## config.mk

```make
export PLATFORM = sky130hd
export DESIGN_NAME = msrv32_mem_arbiter
export DESIGN_NICKNAME = d
export VERILOG_FILES = /design/src/rtl/msrv32_pkg.sv /design/src/rtl/msrv32_bus_timer.sv /design/src/rtl/msrv32_mem_arbiter.sv
export SDC_FILE = /design/constraint.sdc
export NUM_CORES = 1
export LEC_CHECK = 0
export CORE_AREA = 2 2 105 147
export DETAILED_ROUTE_END_ITERATION = 8
export DIE_AREA = 0 0 107 149
export PLACE_DENSITY = 0.9
export SLEW_MARGIN = 10
export SYNTH_ARGS = -nofsm -noshare
export SYNTH_HDL_FRONTEND = slang
export SYNTH_SLANG_ARGS = --single-unit
```

## constraint.sdc

```tcl
create_clock -name clk_in -period 17.8 [get_ports clk_in]
set_clock_uncertainty 0.05 [all_clocks]
set_input_delay 5.34 -clock clk_in [delete_from_list [all_inputs] [get_ports clk_in]]
set_output_delay 5.34 -clock clk_in [all_outputs]
set_load 0.01 [all_outputs]
```

## src/rtl/msrv32_pkg.sv

```systemverilog
// Shared encodings for the msrv32 memory arbiter: FSM states and grant IDs.
package msrv32_pkg;

   typedef enum logic [1:0] {
      IDLE    = 2'd0,
      IF_BUSY = 2'd1,
      DM_BUSY = 2'd2
   } arb_state_e;

   localparam logic GNT_IF = 1'b0;
   localparam logic GNT_DM = 1'b1;

endpackage

```

## src/rtl/msrv32_bus_timer.sv

```systemverilog
// Bus watchdog: counts busy cycles without an ack and flags expiry on the
// cycle the count would reach TIMEOUT. TIMEOUT = 0 removes the counter.
module msrv32_bus_timer #(
   parameter int TIMEOUT = 255
) (
   input  logic clk_in,
   input  logic rst_in,
   input  logic start,
   input  logic ack,
   output logic expired
);

   generate
      if (TIMEOUT == 0) begin : g_off
         assign expired = 1'b0;
      end else begin : g_on
         localparam int CW = $clog2(TIMEOUT + 1);
         logic [CW-1:0] cnt_q;

         // Expiry fires on the TIMEOUT-th ack-less busy cycle; an ack in the
         // same cycle takes precedence.
         assign expired = start && !ack && (cnt_q == CW'(TIMEOUT - 1));

         // Count while a transaction is waiting; clear when idle or finished.
         always_ff @(posedge clk_in or posedge rst_in) begin
            if (rst_in)
               cnt_q <= '0;
            else if (!start || ack || expired)
               cnt_q <= '0;
            else
               cnt_q <= cnt_q + 1'b1;
         end
      end
   endgenerate

endmodule

```

## src/rtl/msrv32_mem_arbiter.sv

```systemverilog
// Two-requester (fetch / load-store) arbiter for the single msrv32 memory
// port: round-robin tie-break, one outstanding transaction, bus timeout and
// discard of an in-flight fetch on trap flush.
module msrv32_mem_arbiter
   import msrv32_pkg::*;
#(
   parameter int ADDR_W  = 32,
   parameter int DATA_W  = 32,
   parameter int TIMEOUT = 255
) (
   input  logic                clk_in,
   input  logic                rst_in,
   input  logic                if_req_in,
   input  logic [ADDR_W-1:0]   if_addr_in,
   output logic                if_gnt_out,
   output logic                if_rvalid_out,
   output logic [DATA_W-1:0]   if_rdata_out,
   output logic                if_err_out,
   input  logic                flush_in,
   input  logic                dm_req_in,
   input  logic                dm_we_in,
   input  logic [ADDR_W-1:0]   dm_addr_in,
   input  logic [DATA_W-1:0]   dm_wdata_in,
   input  logic [DATA_W/8-1:0] dm_wmask_in,
   output logic                dm_gnt_out,
   output logic                dm_rvalid_out,
   output logic [DATA_W-1:0]   dm_rdata_out,
   output logic                dm_err_out,
   output logic                bus_req_out,
   output logic                bus_we_out,
   output logic [ADDR_W-1:0]   bus_addr_out,
   output logic [DATA_W-1:0]   bus_wdata_out,
   output logic [DATA_W/8-1:0] bus_wmask_out,
   input  logic                bus_ack_in,
   input  logic [DATA_W-1:0]   bus_rdata_in,
   input  logic                bus_err_in
);

   arb_state_e          state_q;
   logic                last_q;
   logic                discard_q;
   logic                bus_req_q, bus_we_q;
   logic [ADDR_W-1:0]   bus_addr_q;
   logic [DATA_W-1:0]   bus_wdata_q;
   logic [DATA_W/8-1:0] bus_wmask_q;
   logic                if_rvalid_q, if_err_q;
   logic [DATA_W-1:0]   if_rdata_q;
   logic                dm_rvalid_q, dm_err_q;
   logic [DATA_W-1:0]   dm_rdata_q;

   logic busy, expired, ack_done, done, drop_if;

   assign busy     = (state_q != IDLE);
   assign ack_done = busy && bus_ack_in;
   assign done     = ack_done || expired;
   // A flush landing on the completion edge still kills the fetch response.
   assign drop_if  = discard_q || flush_in;

   // Grants are only offered in IDLE; on a tie the requester that did not
   // win last time goes first. Held low while reset is asserted.
   assign if_gnt_out = !rst_in && (state_q == IDLE) && if_req_in &&
                       (!dm_req_in || last_q == GNT_DM);
   assign dm_gnt_out = !rst_in && (state_q == IDLE) && dm_req_in &&
                       (!if_req_in || last_q == GNT_IF);

   msrv32_bus_timer #(.TIMEOUT(TIMEOUT)) u_timer (
      .clk_in  (clk_in),
      .rst_in  (rst_in),
      .start   (busy),
      .ack     (bus_ack_in),
      .expired (expired)
   );

   // Arbitration FSM with registered bus request and response outputs.
   always_ff @(posedge clk_in or posedge rst_in) begin
      if (rst_in) begin
         state_q     <= IDLE;
         last_q      <= GNT_DM;
         discard_q   <= 1'b0;
         bus_req_q   <= 1'b0;
         bus_we_q    <= 1'b0;
         bus_addr_q  <= '0;
         bus_wdata_q <= '0;
         bus_wmask_q <= '0;
         if_rvalid_q <= 1'b0;
         if_err_q    <= 1'b0;
         if_rdata_q  <= '0;
         dm_rvalid_q <= 1'b0;
         dm_err_q    <= 1'b0;
         dm_rdata_q  <= '0;
      end else begin
         if_rvalid_q <= 1'b0;
         dm_rvalid_q <= 1'b0;
         case (state_q)
            IDLE: begin
               if (if_gnt_out) begin
                  state_q     <= IF_BUSY;
                  last_q      <= GNT_IF;
                  discard_q   <= flush_in;
                  bus_req_q   <= 1'b1;
                  bus_we_q    <= 1'b0;
                  bus_addr_q  <= if_addr_in;
                  bus_wdata_q <= '0;
                  bus_wmask_q <= '1;
               end else if (dm_gnt_out) begin
                  state_q     <= DM_BUSY;
                  last_q      <= GNT_DM;
                  bus_req_q   <= 1'b1;
                  bus_we_q    <= dm_we_in;
                  bus_addr_q  <= dm_addr_in;
                  bus_wdata_q <= dm_wdata_in;
                  bus_wmask_q <= dm_wmask_in;
               end
            end
            IF_BUSY: begin
               if (done) begin
                  state_q   <= IDLE;
                  bus_req_q <= 1'b0;
                  discard_q <= 1'b0;
                  if (!drop_if) begin
                     if_rvalid_q <= 1'b1;
                     if_err_q    <= ack_done ? bus_err_in : 1'b1;
                     if_rdata_q  <= ack_done ? bus_rdata_in : '0;
                  end
               end else if (flush_in) begin
                  discard_q <= 1'b1;
               end
            end
            DM_BUSY: begin
               if (done) begin
                  state_q     <= IDLE;
                  bus_req_q   <= 1'b0;
                  dm_rvalid_q <= 1'b1;
                  dm_err_q    <= ack_done ? bus_err_in : 1'b1;
                  dm_rdata_q  <= (ack_done && !bus_we_q) ? bus_rdata_in : '0;
               end
            end
            default: state_q <= IDLE;
         endcase
      end
   end

   assign bus_req_out   = bus_req_q;
   assign bus_we_out    = bus_we_q;
   assign bus_addr_out  = bus_addr_q;
   assign bus_wdata_out = bus_wdata_q;
   assign bus_wmask_out = bus_wmask_q;
   assign if_rvalid_out = if_rvalid_q;
   assign if_err_out    = if_err_q;
   assign if_rdata_out  = if_rdata_q;
   assign dm_rvalid_out = dm_rvalid_q;
   assign dm_err_out    = dm_err_q;
   assign dm_rdata_out  = dm_rdata_q;

endmodule

```

==> results of run 1 <==
## power groups by stage
stage	registers [mW]	logic, mW	clock network, mW
after detailed placement	0.518	0.586	0
after global placement	0.516	0.574	0
after floorplan	0.557	0.236	0
after CTS	0.517	0.589	0.394
final	0.518	0.586	0.388
after global routing	0.530	0.630	0.411
## per-layer routing
metal  global-route usage (%)  up-vias  wire length, µm
met5                        0        -                0
met4                     11.4        0              795
met3                     6.51       48             1230
met2                     42.9      277            10500
met1                     30.8     2977             7940
li1                         -     2820                -
## through the flow
stage	instance area, µm²	utilization, %
6_report	10300	69.5
2_1_floorplan	6750	-
3_5_place_dp	9640	65.2
5_1_grt	10300	69.5
3_3_place_gp	9640	65.2
4_1_cts	10300	69.5
## worst max-delay path, delay by kind of cell
family                 cells  cell delay (ns)
buffers and inverters      4             1.50
AND/OR/NAND/NOR            2             1.04
## sequential cells by signal (all words and copies together), names as in the netlist
name                flops
discard_q               1
dm_rdata_out           32
bus_we_out              1
bus_wdata_out          32
last_q                  1
bus_wmask_out           4
dm_rvalid_out           1
if_err_out              1
bus_req_out             1
if_rvalid_out           1
dm_err_out              1
bus_addr_out           32
state_q                 2
if_rdata_out           32
u_timer.g_on.cnt_q      8
## layout make-up
type / count / area (µm²)
fill: 1078 / 4510
inverter: 14 / 57.6
multi-input combinational: 398 / 2720
clock inverter: 14 / 199
timing repair buffer: 289 / 2870
sequential: 150 / 3750
antenna: 1 / 2.50
clock buffer: 18 / 439
tap: 192 / 240
## cell usage after synthesis, drive strengths merged
cell,instances
nand4,2
ha,5
or3,4
a221o,32
o22a,4
buf,17
nand4bb,1
o211ai,3
o21a,2
nor3b,2
and2,2
nand4b,1
dfrtp,149
clkinv,1
inv,13
a211oi,1
and3b,1
a21oi,5
nor2b,63
and3,32
o32ai,1
o2111ai,2
clkbuf,38
nand2b,2
and2b,3
o311ai,2
xor2,2
nor3,33
dfstp,1
nand3b,2
a22o,33
a21o,1
nor2,11
o21ai,37
a31oi,35
or2,1
nand2,3
nand3,36
a211o,32
a221oi,1
xnor2,1
## cell families after synthesis
group / Yosys count / share of synthesized area, %
buf+inv: 69 / 4.34
fa+ha+maj: 5 / 0.927
xor+xnor: 3 / 0.389
flops: 150 / 55.6
compound gates: 191 / 21.6
simple gates: 199 / 17.1
## placed cells by master, fill, tap and decap left out, types with 10 or more instances in the layout
master           instances
nor3_1                  32
o21ai_0                 37
and3_1                  32
nor2b_1                 61
nor2_1                  11
a22o_1                  33
a211o_1                 32
dfrtp_1                149
inv_1                   12
clkdlybuf4s50_1        279
a31oi_1                 35
clkbuf_16               17
nand3_1                 36
a221o_1                 32
buf_4                   10
## worst paths after layout
kind,start,end
min in group asynchronous,rst_in,bus_addr_out[9]
max in group asynchronous,rst_in,dm_rdata_out[24]
hold reg to reg,bus_wmask_out[3],bus_wmask_out[3]
setup reg to reg,state_q[0],state_q[0]
hold / removal,bus_wmask_out[3],bus_wmask_out[3]
setup / recovery,if_req_in,dm_gnt_out
==> reports/results.txt, run 1 <==
status -> completed
DRC -> 0
internal power -> 0.987 mW
CTS tree -> built
Synth cell types -> 47
first-pass GRT wire length -> 32.1 mm
total wire length -> 20.4 mm
CP max-delay cell -> nand2_1
VDD IR max -> 0.0959 mV
core area -> 14800 µm²
total CTS buffers -> 17
sequential share of the synthesized area -> 55.6%
worst reg2reg path depth -> 5
Pwr Total -> 1.49 mW
PD cells -> 145 nW/µm²
Final Max Tran Viols -> 0
YS warnings -> 0
critical path startpoint category -> primary input
Longest Clk Path Bufs -> 2
worst path cell trace -> clkdlybuf4s50_1 -> nand2_1 -> nand2_2 -> clkinv_1 -> buf_4 -> clkdlybuf4s50_1
hpwl dp -> 13.6 mm
area delta synth->final -> 52.3%
CTS Root Cell -> clkbuf_16
Hold Path Class -> reg -> reg
vias in the first global route -> 6256
Worst EP required -> 12.41 ns
# clock sinks -> 150
Worst-path clk slew -> 0.07 ns
cts repair resizes -> 0
largest cells by area after synthesis -> dfrtp_1 55%, nor2b_1 5.8%, a221o_1 4.7%
placer congestion estimate -> 0.848
Syn Nets -> 762
die footprint -> 15900 µm²
FMAX -> 75.3 MHz
clk_lat worst skew -> 0.41 ns
Placement Setup Slack -> 4.52 ns
I/O pin count -> 280
Final TNS setup -> 0 ns
Net Sw Frac -> 33.9%
mapped cell area -> 6750 µm²
CP Capture Type -> output pin
Final ANT Viol Nets -> 0
largest net degree at the start of global routing -> 99
post-DR vias/cell -> 5.69
Crit path arrival time -> 7.90 ns
DRT Pass-1 Iters -> 5
port bufs -> 279
row count -> 53
Global Route Usage Sum -> 25.5%
RSZ-0062 raised after global routing -> false
Crit Path Class -> in -> out
CTS Hold Bufs -> 0
Synth area leader -> dfrtp_1
Hold WS -> 0.442 ns
period utilization -> 74.6%
Yosys reg bits -> 150
share of the synthesized area in the top cell type -> 55.2%
Syn Area/Cell -> 10.9 µm²
worst-margin pin slew -> 1.22 ns
routed len/inst -> 19.0 µm
Relative slew margins -> 18.6%
CP max FO -> 34
Fin. Hold Viols -> 0
Die Ht -> 149 µm
Worst Hold Path Cells -> 1
CP dominant cell by count -> clkdlybuf4s50_1
Initial Util -> 45.7%
Psw -> 0.505 mW
final setup violating endpoints -> 0
R2R Setup Slk -> 15.04 ns
H-tree depth -> 4
Inst Count DP -> 1043
part of the power in combinational logic -> 39.3%
via count -> 6122
Layout Cells excl Fill -> 1076
share of layout cells above drive strength 1 -> 5.89%
Final min period -> 13.29 ns
Final WS setup -> 4.51 ns
final-stage net count -> 1015
Sequential Power Share -> 34.7%
antenna violations before repair -> 1
die width -> 107 µm
Max stage delay on crit path -> 0.83 ns
Cells after Synth -> 617
LEAKAGE -> 4.01 nW
Clk pwr share -> 26.0%
DRT iter0 DRCs -> 456
total congestion overflow -> 0
# Post-CTS Setup Buffers -> 0
max_cap viols -> 0
Power figures use the tool's default switching activity.
==> run 2: changes to the inputs <==
--- a/config.mk
+++ b/config.mk
@@ -5,10 +5,10 @@
 export SDC_FILE = /design/constraint.sdc
 export NUM_CORES = 1
 export LEC_CHECK = 0
-export CORE_AREA = 2 2 105 147
+export CORE_AREA = 2 2 109 154
 export DETAILED_ROUTE_END_ITERATION = 8
-export DIE_AREA = 0 0 107 149
-export PLACE_DENSITY = 0.9
+export DIE_AREA = 0 0 111 156
+export PLACE_DENSITY = 0.84
 export SLEW_MARGIN = 10
 export SYNTH_ARGS = -nofsm -noshare
 export SYNTH_HDL_FRONTEND = slang
==> constraint.sdc (replaced) <==
create_clock -name clk_in -period 13.9 [get_ports clk_in]
set_clock_uncertainty 0.05 [all_clocks]
set_input_delay 4.17 -clock clk_in [delete_from_list [all_inputs] [get_ports clk_in]]
set_output_delay 4.17 -clock clk_in [all_outputs]
set_load 0.01 [all_outputs]
==> run 2 against run 1 <==
Effect of this change: die area is 8.6% higher; cell area shrank 0.35%; via count down 0.59%; critical endpoint unchanged.
==> reports/results.txt, run 2 (synthesis gave the netlist of run 1 again) <==
period utilization -> 79.2%
Layout Cells excl Fill -> 1082
clk_lat worst skew -> 0.42 ns
R2R Setup Slk -> 11.19 ns
VDD IR max -> 0.118 mV
Placement Setup Slack -> 2.91 ns
Final TNS setup -> 0 ns
final-stage net count -> 1015
DRC -> 0
worst-margin pin slew -> 1.20 ns
Hold WS -> 0.437 ns
commonest non-fill, non-tap cells in the layout -> 279 x clkdlybuf4s50_1, 149 x dfrtp_1, 61 x nor2b_1, 37 x o21ai_0, 36 x nand3_1
cts repair resizes -> 0
via count -> 6086
CTS Hold Bufs -> 0
die width -> 111 µm
sequential cell area -> 3750 µm²
dpl cell area -> 9650 µm²
Crit path arrival time -> 6.79 ns
row count -> 55
Initial Util -> 42.5%
CP max FO -> 34
post-DR vias/cell -> 5.62
LEAKAGE -> 3.98 nW
hold path startpoint -> bus_wmask_out[0]
port bufs -> 279
Crit Path Class -> in -> out
# Post-CTS Setup Buffers -> 0
largest net degree at the start of global routing -> 99
Inst Count DP -> 1050
antenna violations before repair -> 0
leading cell type in the layout, fill and taps excluded -> clkdlybuf4s50_1
hpwl dp -> 13.6 mm
I/O pin count -> 280
share of layout cells above drive strength 1 -> 5.78%
FF-to-FF Start -> state_q[1]
critical path startpoint category -> primary input
Final WS setup -> 2.89 ns
routed len/inst -> 18.8 µm
H-tree depth -> 4
final setup violating endpoints -> 0
placer congestion estimate -> 0.817
DRT Pass-1 Iters -> 5
PD cells -> 183 nW/µm²
die footprint -> 17300 µm²
Longest Clk Path Bufs -> 2
final instance area -> 10200 µm²
DRT iter0 DRCs -> 420
Worst EP required -> 9.68 ns
fin util -> 64.5%
fill count -> 1263
Pwr Total -> 1.87 mW
status -> completed
max_cap viols -> 0
RSZ-0062 raised after global routing -> false
n_diodes -> 0
# clock sinks -> 150
FMAX -> 90.8 MHz
Relative slew margins -> 20.1%
CP Capture Type -> output pin
Worst-path clk slew -> 0.06 ns
total wire length -> 20.4 mm
core area -> 15900 µm²
multi-input logic area -> 2720 µm²
Die Ht -> 156 µm
Global Route Usage Sum -> 23.5%
Fin. Hold Viols -> 0
Hold Path Class -> reg -> reg
vias in the first global route -> 6081
CTS Root Cell -> clkbuf_16
Critical path origin -> if_req_in
total congestion overflow -> 0
total CTS buffers -> 17
first-pass GRT wire length -> 32.4 mm
Final ANT Viol Nets -> 0
CTS tree -> built
Final Max Tran Viols -> 0
area delta synth->final -> 51.8%
Final min period -> 11.01 ns
## run 2: cell types whose count changed in the layout (fill, tap and decap cells not counted)
cell        before  now
clkinv_4         2    0
clkinvlp_4       0    4
bufinv_16        3    1
diode_2          1    0
inv_6            5    3
inv_8            5    3
clkbuf_8         1    4
clkbuf_1         0    1
## run 2: worst max-delay path: stages
cell	delay, ns
clkdlybuf4s50_1	0.50
nand2_1	0.85
nand2_2	0.21
clkinv_1	0.09
buf_4	0.33
clkdlybuf4s50_1	0.61
## run 2: where the power goes
group	total, mW	switching [mW]	internal, mW
Clock	0.459	0.189	0.270
Sequential	0.663	0.0891	0.573
Combinational	0.750	0.356	0.394
Total	1.87	0.634	1.24
## run 2: layout make-up
cell class | instances | area share, %
clock buffer | 22 | 4.73
clock inverter | 10 | 1.09
inverter | 14 | 0.562
multi-input combinational | 398 | 26.6
sequential | 150 | 36.6
tap | 199 | 2.43
timing repair buffer | 289 | 28.0
## run 2: path summary, 6_finish.rpt
path,to,cells after the start
min in group asynchronous,bus_addr_out[5],2
worst max-delay path,dm_gnt_out,6
worst min-delay path,bus_wmask_out[0],1
worst min register to register,bus_wmask_out[0],1
max in group asynchronous,bus_wdata_out[21],3
worst max register to register,state_q[0],5
## run 2: routing by layer
layer	share of wire, %	up-vias	GRT usage [%]
li1	-	2811	-
met1	40	2973	29.1
met2	51	265	39.6
met3	6.0	37	5.44
met4	2.5	0	10.1
met5	0	-	0
